[config.mk]
export PLATFORM = sky130hd
export DESIGN_NAME = imem_loader
export DESIGN_NICKNAME = d
export VERILOG_FILES = /design/src/rtl/imem_loader.sv
export SDC_FILE = /design/constraint.sdc
export NUM_CORES = 1
export LEC_CHECK = 0
export BUFFER_PORTS_ARGS = -buffer_cell sky130_fd_sc_hd__buf_2
export CAP_MARGIN = 20
export CORE_MARGIN = 10
export CORE_UTILIZATION = 50
export CTS_BUF_LIST = sky130_fd_sc_hd__clkbuf_4
export DETAILED_ROUTE_END_ITERATION = 10
export HOLD_SLACK_MARGIN = 0.15
export MAX_ROUTING_LAYER = met4
export PLACE_DENSITY_LB_ADDON = 0.25
export REMOVE_ABC_BUFFERS = 1
export SYNTH_ARGS = -nofsm -noshare
export SYNTH_HDL_FRONTEND = slang
export SYNTH_SLANG_ARGS = --single-unit
[constraint.sdc]
create_clock -name CLK -period 6.3 [get_ports CLK]
set_clock_uncertainty 0.05 [all_clocks]
set_input_delay 1.26 -clock CLK [delete_from_list [all_inputs] [get_ports CLK]]
set_output_delay 1.26 -clock CLK [all_outputs]
set_load 0.01 [all_outputs]
[src/rtl/imem_loader.sv]
// ---------------------------------------------------------------------------
// imem_loader
//
// Purpose:
//   Boot-time program loader. Receives a byte stream (16-bit big-endian word
//   count N followed by N big-endian 32-bit words) and writes each word into
//   the instruction memory at consecutive word addresses. The CPU fetch stage
//   is held in reset (cpu_rst=1) until a session completes successfully.
//
// Optional feature:
//   IMEM_LOADER_CHECKSUM_EN - when defined, a running XOR of every written
//   word is kept and a 4-byte big-endian trailer is expected after the last
//   word. A match ends in DONE, a mismatch in ERR. With N=0 the expected
//   trailer is 32'h00000000. When undefined, no trailer is consumed.
//
// Ports:
//   CLK        in   1  clock, rising edge
//   RST_N      in   1  synchronous active-low reset
//   start      in   1  begin a session (honoured only in IDLE/DONE/ERR)
//   rx_data    in   8  incoming program byte
//   rx_valid   in   1  rx_data valid
//   rx_ready   out  1  byte accepted when rx_valid && rx_ready on an edge
//   cpu_rst    out  1  hold for fetch stage / pipeline (low only in DONE)
//   imem_we    out  1  instruction memory write strobe (WRITE state only)
//   imem_addr  out 32  byte address of the word being written
//   imem_wdata out 32  word being written
//   busy       out  1  session in progress
//   done       out  1  program loaded, CPU released
//   err        out  1  session failed
//   word_cnt   out 16  words written in the current session
// ---------------------------------------------------------------------------
module imem_loader #(
    parameter int IMEM_SIZE = 64
) (
    input  logic        CLK,
    input  logic        RST_N,
    input  logic        start,
    input  logic [7:0]  rx_data,
    input  logic        rx_valid,
    output logic        rx_ready,
    output logic        cpu_rst,
    output logic        imem_we,
    output logic [31:0] imem_addr,
    output logic [31:0] imem_wdata,
    output logic        busy,
    output logic        done,
    output logic        err,
    output logic [15:0] word_cnt
);

    // One extra bit so N=65535 cannot wrap when compared to the depth.
    localparam logic [16:0] MAX_WORDS = 17'(IMEM_SIZE);

    typedef enum logic [2:0] {
        ST_IDLE,
        ST_LEN,
        ST_DATA,
        ST_WRITE,
`ifdef IMEM_LOADER_CHECKSUM_EN
        ST_CHK,
`endif
        ST_DONE,
        ST_ERR
    } state_t;

    state_t      state_q, state_d;
    logic [1:0]  byte_cnt_q;
    logic [15:0] len_q;
    logic [31:0] addr_q;
    logic [31:0] wdata_q;
    logic [15:0] word_cnt_q;
`ifdef IMEM_LOADER_CHECKSUM_EN
    logic [31:0] csum_q;
    logic [31:0] chk_q;
`endif

    logic        accept;
    logic [15:0] len_full;
    logic        last_word;

    assign accept    = rx_valid && rx_ready;
    // Complete length as it will look once the second LEN byte lands.
    assign len_full  = {len_q[15:8], rx_data};
    // True in WRITE when the word being written is the final one.
    assign last_word = (word_cnt_q + 16'd1) == len_q;

    // ------------------------------------------------------------------
    // State register
    // ------------------------------------------------------------------
    always_ff @(posedge CLK) begin
        if (!RST_N) begin
            state_q <= ST_IDLE;
        end else begin
            state_q <= state_d;
        end
    end

    // ------------------------------------------------------------------
    // Next-state logic
    // ------------------------------------------------------------------
    always_comb begin
        state_d = state_q;
        case (state_q)
            ST_IDLE, ST_DONE, ST_ERR: begin
                if (start) begin
                    state_d = ST_LEN;
                end
            end
            ST_LEN: begin
                if (accept && byte_cnt_q == 2'd1) begin
                    if (len_full == 16'd0) begin
`ifdef IMEM_LOADER_CHECKSUM_EN
                        state_d = ST_CHK;
`else
                        state_d = ST_DONE;
`endif
                    end else if ({1'b0, len_full} > MAX_WORDS) begin
                        state_d = ST_ERR;
                    end else begin
                        state_d = ST_DATA;
                    end
                end
            end
            ST_DATA: begin
                if (accept && byte_cnt_q == 2'd3) begin
                    state_d = ST_WRITE;
                end
            end
            ST_WRITE: begin
                if (last_word) begin
`ifdef IMEM_LOADER_CHECKSUM_EN
                    state_d = ST_CHK;
`else
                    state_d = ST_DONE;
`endif
                end else begin
                    state_d = ST_DATA;
                end
            end
`ifdef IMEM_LOADER_CHECKSUM_EN
            ST_CHK: begin
                if (accept && byte_cnt_q == 2'd3) begin
                    if ({chk_q[23:0], rx_data} == csum_q) begin
                        state_d = ST_DONE;
                    end else begin
                        state_d = ST_ERR;
                    end
                end
            end
`endif
            default: state_d = ST_IDLE;
        endcase
    end

    // ------------------------------------------------------------------
    // Outputs are pure functions of the current state.
    // ------------------------------------------------------------------
    always_comb begin
        rx_ready = 1'b0;
        imem_we  = 1'b0;
        busy     = 1'b0;
        done     = 1'b0;
        err      = 1'b0;
        cpu_rst  = 1'b1;
        case (state_q)
            ST_LEN: begin
                rx_ready = 1'b1;
                busy     = 1'b1;
            end
            ST_DATA: begin
                rx_ready = 1'b1;
                busy     = 1'b1;
            end
            ST_WRITE: begin
                imem_we = 1'b1;
                busy    = 1'b1;
            end
`ifdef IMEM_LOADER_CHECKSUM_EN
            ST_CHK: begin
                rx_ready = 1'b1;
                busy     = 1'b1;
            end
`endif
            ST_DONE: begin
                done    = 1'b1;
                cpu_rst = 1'b0;
            end
            ST_ERR: begin
                err = 1'b1;
            end
            default: ;
        endcase
    end

    // ------------------------------------------------------------------
    // Datapath. The byte counter wraps naturally 3->0, so it is already
    // zero when DATA hands over to WRITE and when the trailer begins.
    // ------------------------------------------------------------------
    always_ff @(posedge CLK) begin
        if (!RST_N) begin
            byte_cnt_q <= 2'd0;
            len_q      <= 16'd0;
            addr_q     <= 32'd0;
            wdata_q    <= 32'd0;
            word_cnt_q <= 16'd0;
`ifdef IMEM_LOADER_CHECKSUM_EN
            csum_q     <= 32'd0;
            chk_q      <= 32'd0;
`endif
        end else begin
            case (state_q)
                ST_IDLE, ST_DONE, ST_ERR: begin
                    if (start) begin
                        byte_cnt_q <= 2'd0;
                        len_q      <= 16'd0;
                        addr_q     <= 32'd0;
                        word_cnt_q <= 16'd0;
`ifdef IMEM_LOADER_CHECKSUM_EN
                        csum_q     <= 32'd0;
`endif
                    end
                end
                ST_LEN: begin
                    if (accept) begin
                        if (byte_cnt_q == 2'd0) begin
                            len_q[15:8] <= rx_data;
                            byte_cnt_q  <= 2'd1;
                        end else begin
                            len_q      <= len_full;
                            byte_cnt_q <= 2'd0;
                        end
                    end
                end
                ST_DATA: begin
                    if (accept) begin
                        wdata_q    <= {wdata_q[23:0], rx_data};
                        byte_cnt_q <= byte_cnt_q + 2'd1;
                    end
                end
                ST_WRITE: begin
                    addr_q     <= addr_q + 32'd4;
                    word_cnt_q <= word_cnt_q + 16'd1;
`ifdef IMEM_LOADER_CHECKSUM_EN
                    csum_q     <= csum_q ^ wdata_q;
`endif
                end
`ifdef IMEM_LOADER_CHECKSUM_EN
                ST_CHK: begin
                    if (accept) begin
                        chk_q      <= {chk_q[23:0], rx_data};
                        byte_cnt_q <= byte_cnt_q + 2'd1;
                    end
                end
`endif
                default: ;
            endcase
        end
    end

    assign imem_addr  = addr_q;
    assign imem_wdata = wdata_q;
    assign word_cnt   = word_cnt_q;

endmodule

==> impl_metrics.sql, run 1 <==
INSERT INTO impl_metrics (metric_group, metric, value, unit) VALUES
('worst_hold_path', 'min_path_type', 'flop to flop', ''),
('setup_path', 'critPathRequiredTime', '4.99', 'ns'),
('synth', 'ys_dominant_reg_cell', 'dfxtp_1', ''),
('setup_path', 'crit_arrival', '2.20', 'ns'),
('setup_path', 'critical_path.endpoint_type', 'primary output', ''),
('synth', 'synth_enable_flop_cells', '0', ''),
('setup_path', 'worstRegToRegCells', '7', ''),
('setup_path', 'regToRegStartpoint', 'word_cnt[0]', ''),
('timing', 'timing.hold.ws', '0.413', 'ns'),
('routing', 'dr_total_vias', '4974', ''),
('timing', 'setup_viol', '0', ''),
('setup_path', 'worst-r2r-setup-slack', '3.43', 'ns'),
('timing', 'final_max_slew_viol_count', '0', ''),
('timing', 'max_clock_freq', '285', 'MHz'),
('power', 'clock_power_share', '31.3', '%'),
('worst_hold_path', 'worstHoldPathCells', '2', ''),
('power', 'combinationalPowerShare', '10.2', '%'),
('synth', 'yosys.cell_types.count', '65', ''),
('synth', 'ys_async_sr_fraction', '0', '%'),
('outcome', 'run_status', 'completed', ''),
('floorplanning', 'core_area', '9910', 'µm²'),
('timing', 'setup_total_negative_slack', '0', 'ns'),
('routing', 'ant_nets', '0', ''),
('routing', 'post_drt_via_cell_ratio', '5.79', ''),
('clock_network', 'clock_sink_count', '99', ''),
('setup_path', 'cp_cell_sequence', 'nand2b_1 -> nor2_1 -> or2_2 -> buf_2', ''),
('placement', 'place.gp.congestion', '0.863', ''),
('timing', 'min_period_over_period', '55.8', '%'),
('clock_network', 'tritoncts', 'done', ''),
('setup_path', 'slowest_delay', '0.58', 'ns'),
('setup_path', 'cp_slowest_cell', 'dfxtp_1', ''),
('placement', 'buffer_ports.inserted', '95', ''),
('global_route', 'groute.usage.overall', '18.5', '%'),
('synth', 'synth_seq_cells', '99', ''),
('power', 'net_switching_power_figure', '0.311', 'mW'),
('power', 'seq_power_share', '58.4', '%'),
('cells_and_area', 'layout.filler_cells', '946', ''),
('power', 'netSwitchingFraction', '28.2', '%'),
('power', 'p_leak', '2.22', 'nW'),
('synth', 'avgSynthCellArea', '7.79', 'µm²'),
('global_route', 'initial_antenna_violation_count', '1', ''),
('timing', 'rsz0062_at_grt', 'no', ''),
('clock_network', 'htree_num_levels', '3', ''),
('timing', 'timing.slew.headroom', '38.5', '%'),
('clock_network', 'post-cts-setup-buffers', '0', ''),
('synth', 'ys_seq_area_share', '38.6', '%'),
('global_route', 'grt.overflow.total', '0', ''),
('routing', 'drtIter0Drc', '551', ''),
('placement', 'dp_hpwl', '9590', 'µm'),
('setup_path', 'worst_r2r_endpoint', 'state_q[1]', ''),
('setup_path', 'number_of_stages_on_the_worst_setup_path', '4', ''),
('power', 'internal-power', '0.791', 'mW'),
('floorplanning', 'core.rowCount', '36', ''),
('worst_hold_path', 'destination_of_the_worst_hold_path', 'imem_wdata[28]', ''),
('floorplanning', 'die_width', '121', 'µm'),
('global_route', 'maximum_number_of_pins_on_one_net_before_global_route_repair', '90', ''),
('synth', 'synth_area', '5140', 'µm²'),
('routing', 'remaining_drc_errors', '0', ''),
('floorplanning', 'initial_utilization', '51.8', '%'),
('synth', 'syn-instance-count', '659', ''),
('global_route', 'grt_pass1_vias', '4461', ''),
('global_route', 'grt_pass1_wl', '22100', 'µm'),
('timing', 'min_period', '3.51', 'ns'),
('floorplanning', 'vertical_die_dimension', '121', 'µm'),
('setup_path', 'start_kind', 'flop', ''),
('worst_hold_path', 'hold_start', 'imem_wdata[28]', ''),
('routing', 'drt-pass1-iter-count', '5', ''),
('timing', 'postLayoutSetupSlackWorst', '2.79', 'ns'),
('clock_network', 'cts.clk_slew.worst_paths', '0.16', 'ns'),
('floorplanning', 'dieArea', '14700', 'µm²'),
('power', 'pwr_density_cell', '193', 'nW/µm²');
through the flow:
stage,utilization [%],cell area (µm²),cells,power [mW]
after floorplan,-,4870,609,0.729
after global placement,55.9,5540,841,0.767
after detailed placement,55.9,5540,841,0.769
after CTS,57.3,5680,857,1.11
after global routing,57.6,5710,859,1.15
final,57.6,5710,859,1.10
flip-flops by register name, summed over array words and instances, names as in the netlist:
signal,cells
imem_wdata,32
imem_addr,30
word_cnt,16
state_q,3
byte_cnt_q,2
len_q,16
layer usage:
layer	up-vias	global-route usage (%)	wire length, µm
li1	2473	-	-
met1	2348	22.1	5960
met2	136	29.8	6730
met3	17	4.51	882
met4	0	6.11	195
met5	-	-	0
kinds of logic (layout without fill, tap and decap cells):
| logic type | count (synthesis) | after routing | synth area share (%) |
|---|---|---|---|
| flops | 99 | 99 | 38.6 |
| simple gates | 290 | 290 | 28.6 |
| mux | 4 | 4 | 0.828 |
| compound gates | 175 | 175 | 21.0 |
| xor+xnor | 20 | 20 | 3.41 |
| buf+inv | 65 | 130 | 6.31 |
| other cells | 1 | 3 | 0.0730 |
| fa+ha+maj | 5 | 5 | 1.22 |
synth_stat cells, types with 3 or more instances:
master	instances	share of area (%)
buf_2	13	1.3
inv_1	13	0.95
buf_6	5	1.1
nand4b_1	4	0.68
nand3_1	30	2.9
o2111ai_1	5	0.85
nor4_2	4	0.97
a22oi_1	10	1.5
xor2_1	9	1.5
nand3b_1	3	0.44
nor4_1	7	0.85
or3_1	8	0.97
nand2b_1	4	0.49
and3_1	8	0.97
xnor2_1	11	1.9
o21a_1	4	0.58
a211oi_1	5	0.73
clkbuf_1	26	1.9
o41ai_1	7	1.2
and2_1	9	1.1
nand2_1	113	8.3
nor2_1	56	4.1
o21ai_0	27	2.6
a211o_1	3	0.51
nand4_1	13	1.6
ha_1	5	1.2
o31a_1	4	0.68
a21oi_1	83	8.1
dfxtp_1	99	39
buf_4	7	1.0
o211ai_1	5	0.73
a311oi_1	4	0.68
nor3_1	11	1.1
o21ai_1	3	0.29
worst max-delay path by stage:
| stage | endpoint | slack (ns) | from |
|---|---|---|---|
| 6_report | rx_ready | 2.79 | state_q[0] |
| 3_5_place_dp | word_cnt[15] | 3.08 | start |
| 3_3_place_gp | word_cnt[5] | 3.14 | start |
| 5_1_grt | rx_ready | 2.61 | state_q[0] |
| 2_1_floorplan | imem_we | 3.12 | state_q[1] |
| 4_1_cts | rx_ready | 2.79 | state_q[0] |
placed cells by master (no fill, tap or decap), types with 5 or more instances in the layout:
cell type and count:
xnor2_1 11, a211oi_1 5, ha_1 5, nor3_1 11, o21ai_0 27, a22oi_1 10
nand2_1 113, nand3_1 30, o41ai_1 7, nand4_1 13, clkbuf_4 9, a21oi_1 83
xor2_1 9, nor4_1 7, o211ai_1 5, dfxtp_1 99, nor2_1 56, o2111ai_1 5
or3_1 8, and3_1 8, inv_1 13, and2_1 9, buf_2 95
worst min-delay path: stages (launching register included):
cell and delay (ns):
dfxtp_1 0.34, nand2_1 0.05, a21oi_1 0.05
power groups by stage:
stage               combinational, mW  clock, mW  sequential, mW
finish                          0.113      0.346           0.644
global route                    0.126      0.377           0.646
CTS                             0.112      0.354           0.644
detailed placement              0.112          0           0.658
global placement                0.110          0           0.657
floorplan                      0.0745          0           0.655
area by class of cell:
cell class                 count  area (µm²)  area share (%)
multi-input combinational    496        2830            49.6
sequential                    99        1980            34.7
tap                          133         166            2.91
clock inverter                 7        73.8            1.29
antenna                        1        2.50          0.0438
inverter                      14        52.6           0.920
clock buffer                   9        67.6            1.18
timing repair buffer         100         533            9.33
(Power assumes the default switching activity.)
==> run 2: changes to the inputs <==
==> constraint.sdc (replaced) <==
create_clock -name CLK -period 3.1 [get_ports CLK]
set_clock_uncertainty 0.05 [all_clocks]
set_input_delay 0.62 -clock CLK [delete_from_list [all_inputs] [get_ports CLK]]
set_output_delay 0.62 -clock CLK [all_outputs]
set_load 0.01 [all_outputs]
==> impl_metrics.sql, run 2 (synthesis results as in run 1) <==
INSERT INTO impl_metrics (metric_group, metric, value, unit) VALUES
('setup_path', 'crit_type', 'flop to flop', ''),
('cells_and_area', 'post_layout_inst_area', '5740', 'µm²'),
('setup_path', 'crit_arrival', '3.06', 'ns'),
('cells_and_area', 'layout.cells.most_common_list', 'nand2_1 (113), dfxtp_1 (99), buf_2 (95)', ''),
('placement', 'dp_hpwl', '10000', 'µm'),
('clock_network', 'hold_buffers', '0', ''),
('setup_path', 'start_kind', 'flop', ''),
('clock_network', 'cts_inserted_buffers', '9', ''),
('power', 'p_leak', '2.24', 'nW'),
('placement', 'place.gp.congestion', '0.911', ''),
('flow_run', 'cap_viol_max_count', '0', ''),
('worst_hold_path', 'min_path_type', 'input port to flop', ''),
('placement', 'dpl-instance-area', '5590', 'µm²'),
('outcome', 'run_status', 'completed', ''),
('floorplanning', 'core.rowCount', '36', ''),
('floorplanning', 'dieArea', '14700', 'µm²'),
('timing', 'setup_total_negative_slack', '0', 'ns'),
('routing', 'detail_route.wirelength', '14100', 'µm'),
('floorplanning', 'io-pin-count', '98', ''),
('cells_and_area', 'layout-drive-gt1-share', '19.2', '%'),
('cells_and_area', 'syn2layout_area_growth', '11.7', '%'),
('timing', 'min_period_over_period', '88.3', '%'),
('clock_network', 'clock_sink_count', '99', ''),
('setup_path', 'critical_path.endpoint_type', 'flop', ''),
('timing', 'postLayoutSetupSlackWorst', '0.361', 'ns'),
('routing', 'dr_total_vias', '5087', ''),
('timing', 'rsz0062_at_grt', 'no', ''),
('global_route', 'grt_pass1_wl', '22900', 'µm'),
('floorplanning', 'initial_utilization', '51.8', '%'),
('timing', 'tightest_slew', '0.807', 'ns'),
('routing', 'avgRoutedWirePerCell', '16.3', 'µm'),
('setup_path', 'cp_max_fo', '11', ''),
('routing', 'post_drt_via_cell_ratio', '5.89', ''),
('clock_network', 'cts.clk_slew.worst_paths', '0.16', 'ns'),
('cells_and_area', 'antennaDiodeCount', '0', ''),
('placement', 'buffer_ports.inserted', '95', ''),
('clock_network', 'max-clock-path-buffers', '2', ''),
('setup_path', 'cp_cell_sequence', 'ha_1 -> nand4_4 -> or3_1 -> nor2_1 -> a2111o_1 -> nand4_1 -> o41a_1', ''),
('global_route', 'grt_pass1_vias', '4637', ''),
('timing', 'timing.hold.ws', '0.367', 'ns'),
('setup_path', 'slowest_delay', '0.62', 'ns'),
('routing', 'ant_nets', '0', ''),
('timing', 'report.final.hold_viol_count', '0', ''),
('floorplanning', 'die_width', '121', 'µm'),
('power', 'pwr_density_cell', '395', 'nW/µm²'),
('timing', 'timing.slew.headroom', '45.7', '%'),
('clock_network', 'root_buffer', 'clkbuf_4', ''),
('routing', 'drtIter0Drc', '420', ''),
('placement', 'preCtsSetupSlack', '0.444', 'ns'),
('setup_path', 'critPathRequiredTime', '3.42', 'ns'),
('routing', 'drt-pass1-iter-count', '5', ''),
('floorplanning', 'core_area', '9910', 'µm²'),
('timing', 'max_clock_freq', '365', 'MHz'),
('timing', 'setup_viol', '0', ''),
('clock_network', 'post_cts_resized', '0', ''),
('cells_and_area', 'flip_flop_count_of_the_largest_register_all_copies_and_words_added', '32', ''),
('global_route', 'initial_antenna_violation_count', '0', ''),
('global_route', 'groute.usage.overall', '19.1', '%'),
('clock_network', 'htree_num_levels', '3', ''),
('global_route', 'maximum_number_of_pins_on_one_net_before_global_route_repair', '49', ''),
('clock_network', 'post-cts-setup-buffers', '0', ''),
('cells_and_area', 'fin_nets', '743', ''),
('floorplanning', 'vertical_die_dimension', '121', 'µm'),
('timing', 'final_max_slew_viol_count', '0', ''),
('setup_path', 'cp_slowest_cell', 'dfxtp_1', ''),
('cells_and_area', 'layout.cells.most_common', 'nand2_1', ''),
('global_route', 'grt.overflow.total', '0', ''),
('clock_network', 'clock_latency', '0.47', 'ns'),
('clock_network', 'tritoncts', 'done', ''),
('power', 'worst_ir_drop_vdd', '0.289', 'mV'),
('cells_and_area', 'layout.filler_cells', '970', ''),
('routing', 'remaining_drc_errors', '0', ''),
('timing', 'min_period', '2.74', 'ns');
run 2: power by group:
group          internal, mW  switching, mW  total [mW]
combinational        0.0768          0.163       0.239
clock                 0.253          0.465       0.718
sequential             1.29         0.0236        1.31
run 2: metrics by stage:
stage / cells / util (%) / power [mW]
2_1_floorplan: 609 / - / 1.48
3_3_place_gp: 848 / 56.4 / 1.57
4_1_cts: 864 / 57.9 / 2.28
6_report: 864 / 57.9 / 2.27
3_5_place_dp: 848 / 56.4 / 1.58
5_1_grt: 864 / 57.9 / 2.36
run 2: worst paths after layout:
path,startpoint,endpoint,slack [ns],cells after the start
setup reg to reg,word_cnt[1],state_q[1],0.36,7
hold / removal,rx_data[1],imem_wdata[1],0.37,3
setup / recovery,word_cnt[1],state_q[1],0.36,7
hold reg to reg,imem_wdata[30],imem_wdata[30],0.42,2
run 2: critical path, delay by kind of cell, from the launching register on:
| kind | cells | cell delay [ns] |
|---|---|---|
| DFF | 1 | 0.62 |
| and+or+nand+nor | 4 | 0.88 |
| AOI/OAI and AO/OA | 2 | 0.58 |
| adders and majority gates | 1 | 0.51 |
run 2: per-layer routing:
layer	global-route usage (%)	vias to the layer above	part of all wire (%)
met5	-	-	0
met4	5.74	0	1.3
met2	31.8	181	51
met1	22.9	2413	42
li1	-	2477	-
met3	3.35	16	6.1
run 2: area by class of cell:
type	instances	area, µm²	share of cell area (%)
Sequential cell	99	1980	34.5
Inverter	14	52.6	0.916
Clock buffer	9	67.6	1.18
Timing Repair Buffer	106	558	9.73
Multi-Input combinational cell	496	2830	49.4
Tap cell	133	166	2.90
Clock inverter	7	76.3	1.33
==> run 3: changes to the inputs <==
--- a/config.mk
+++ b/config.mk
@@ -8,7 +8,7 @@
 export BUFFER_PORTS_ARGS = -buffer_cell sky130_fd_sc_hd__buf_2
 export CAP_MARGIN = 20
 export CORE_MARGIN = 10
-export CORE_UTILIZATION = 50
+export CORE_UTILIZATION = 30
 export CTS_BUF_LIST = sky130_fd_sc_hd__clkbuf_4
 export DETAILED_ROUTE_END_ITERATION = 10
 export HOLD_SLACK_MARGIN = 0.15
==> constraint.sdc (replaced) <==
create_clock -name CLK -period 2.55 [get_ports CLK]
set_clock_uncertainty 0.05 [all_clocks]
set_input_delay 0.51 -clock CLK [delete_from_list [all_inputs] [get_ports CLK]]
set_output_delay 0.51 -clock CLK [all_outputs]
set_load 0.01 [all_outputs]
==> impl_metrics.sql, run 3 (synthesis results as in run 1) <==
INSERT INTO impl_metrics (metric_group, metric, value, unit) VALUES
('outcome', 'run_status', 'completed', ''),
('setup_path', 'cp_slowest_cell', 'dfxtp_1', ''),
('worst_hold_path', 'min_path_type', 'input port to flop', ''),
('timing', 'max_clock_freq', '418', 'MHz'),
('cells_and_area', 'layout.cells.most_common_list', 'nand2_1 (113), dfxtp_1 (99), buf_2 (95)', ''),
('power', 'worst_ir_drop_vdd', '0.175', 'mV'),
('global_route', 'grt_pass1_wl', '24000', 'µm'),
('global_route', 'grt.overflow.total', '0', ''),
('routing', 'avgRoutedWirePerCell', '15.6', 'µm'),
('placement', 'dpl-instance-area', '5840', 'µm²'),
('global_route', 'grtUsageMet1', '18.3', '%'),
('timing', 'min_period', '2.39', 'ns'),
('floorplanning', 'die_width', '151', 'µm'),
('clock_network', 'max-clock-path-buffers', '2', ''),
('routing', 'remaining_drc_errors', '0', ''),
('global_route', 'global_route.usage.met3', '1.97', '%'),
('placement', 'buffer_ports.inserted', '95', ''),
('setup_path', 'crit_arrival', '1.83', 'ns'),
('setup_path', 'start_kind', 'flop', ''),
('power', 'combinationalPowerShare', '11.3', '%'),
('cells_and_area', 'regArea', '1980', 'µm²'),
('timing', 'timing.slew.headroom', '58.2', '%'),
('timing', 'tightest_slew', '0.627', 'ns'),
('clock_network', 'hold_buffers', '0', ''),
('routing', 'detail_route.wirelength', '15100', 'µm'),
('cells_and_area', 'fin_nets', '758', ''),
('power', 'net_switching_power_figure', '0.814', 'mW'),
('placement', 'dp_hpwl', '10800', 'µm'),
('floorplanning', 'core.rowCount', '47', ''),
('floorplanning', 'core_area', '16700', 'µm²'),
('global_route', 'grt_most_used_layer', 'met2', ''),
('power', 'netSwitchingFraction', '30.2', '%'),
('cells_and_area', 'flip_flop_count_of_the_largest_register_all_copies_and_words_added', '32', ''),
('timing', 'setup_viol', '0', ''),
('flow_run', 'cap_viol_max_count', '0', ''),
('routing', 'drtIter0Drc', '431', ''),
('setup_path', 'gate_family_responsible_for_the_most_delay_along_the_worst_path', 'flip-flops', ''),
('clock_network', 'clock_latency', '0.48', 'ns'),
('setup_path', 'critPathRequiredTime', '1.99', 'ns'),
('cells_and_area', 'multiInputGateArea', '2830', 'µm²'),
('placement', 'place.gp.congestion', '0.819', ''),
('floorplanning', 'io-pin-count', '98', ''),
('timing', 'min_period_over_period', '93.8', '%'),
('power', 'clock_power_share', '29.8', '%'),
('cells_and_area', 'layout.cells.most_common', 'nand2_1', ''),
('setup_path', 'slowest_delay', '0.58', 'ns'),
('floorplanning', 'vertical_die_dimension', '151', 'µm'),
('timing', 'report.final.hold_viol_count', '0', ''),
('setup_path', 'worst-r2r-setup-slack', '0.21', 'ns'),
('global_route', 'maximum_number_of_pins_on_one_net_before_global_route_repair', '50', ''),
('clock_network', 'cts_inserted_buffers', '9', ''),
('cells_and_area', 'syn2layout_area_growth', '16.2', '%'),
('clock_network', 'tritoncts', 'done', ''),
('floorplanning', 'dieArea', '22800', 'µm²'),
('setup_path', 'path_buf_inv', '2', ''),
('clock_network', 'root_buffer', 'clkbuf_4', ''),
('routing', 'ant_nets', '0', ''),
('cells_and_area', 'post_layout_inst_area', '5970', 'µm²'),
('timing', 'rsz0062_at_grt', 'no', ''),
('setup_path', 'cp_cell_sequence', 'nand3b_1 -> inv_1 -> buf_2', ''),
('cells_and_area', 'finalCoreUtilization', '35.7', '%'),
('cells_and_area', 'layout-drive-gt1-share', '20.8', '%'),
('clock_network', 'post-cts-setup-buffers', '0', ''),
('setup_path', 'critical_path.endpoint_type', 'primary output', ''),
('global_route', 'groute.usage.overall', '13.4', '%'),
('clock_network', 'clock_sink_count', '99', ''),
('floorplanning', 'initial_utilization', '30.8', '%'),
('power', 'seq_power_share', '58.9', '%'),
('clock_network', 'cts.clk_slew.worst_paths', '0.17', 'ns'),
('power', 'pwr_density_cell', '452', 'nW/µm²'),
('power', 'p_leak', '2.31', 'nW'),
('power', 'internal-power', '1.88', 'mW'),
('clock_network', 'htree_num_levels', '3', ''),
('cells_and_area', 'layout.filler_cells', '1805', ''),
('global_route', 'met2_usage', '19.8', '%'),
('timing', 'final_max_slew_viol_count', '0', ''),
('setup_path', 'cp_max_fo', '12', ''),
('routing', 'drt-pass1-iter-count', '5', ''),
('routing', 'dr_total_vias', '4944', ''),
('global_route', 'initial_antenna_violation_count', '1', ''),
('global_route', 'grt_pass1_vias', '4409', ''),
('clock_network', 'post_cts_resized', '0', ''),
('routing', 'post_drt_via_cell_ratio', '5.11', ''),
('setup_path', 'crit_type', 'flop to primary output', '');
-- run 3: area by class of cell --
cell class                      instances  share of cell area, %
Timing Repair Buffer                  121                   11.7
Tap cell                              220                   4.61
Inverter                               14                  0.881
Clock inverter                          6                  0.818
Clock buffer                           10                   1.26
Sequential cell                        99                   33.2
Multi-Input combinational cell        496                   47.5
Antenna cell                            1                 0.0419
-- run 3: per-stage QoR --
step / setup WS, ns / instances / hold WS [ns] / total power [mW] / TNS [ns]
floorplan: -0.283 / 609 / 0.399 / 1.80 / -1.23
global placement: 0.268 / 950 / 0.391 / 1.93 / 0
detailed placement: 0.224 / 950 / 0.394 / 1.92 / 0
CTS: 0.0852 / 966 / 0.180 / 2.74 / 0
global route: 0.00638 / 967 / 0.194 / 2.83 / 0
finish: 0.158 / 967 / 0.219 / 2.70 / 0
-- run 3: power by group through the flow --
stage	logic [mW]	registers (mW)	clock network [mW]
CTS	0.303	1.59	0.849
floorplan	0.184	1.62	0
finish	0.304	1.59	0.804
detailed placement	0.301	1.62	0
global route	0.340	1.59	0.900
global placement	0.304	1.62	0
-- run 3: final timing paths --
| check | from | endpoint | cells past startpoint |
|---|---|---|---|
| hold / removal | rx_data[3] | imem_wdata[3] | 3 |
| setup reg to reg | word_cnt[1] | state_q[1] | 7 |
| hold reg to reg | imem_wdata[26] | imem_wdata[26] | 2 |
| setup / recovery | state_q[0] | imem_we | 3 |
-- run 3: layer usage --
| layer | up-vias | share of wire [%] |
|---|---|---|
| li1 | 2508 | - |
| met1 | 2337 | 49 |
| met2 | 86 | 46 |
| met3 | 13 | 3.1 |
| met4 | 0 | 1.2 |
| met5 | - | 0 |
-- run 3: worst min-delay path: cells and delay by family --
family	cells	cell delay [ns]
buffers and inverters	1	0.12
AOI/OAI and AO/OA	1	0.05
and+or+nand+nor	1	0.05
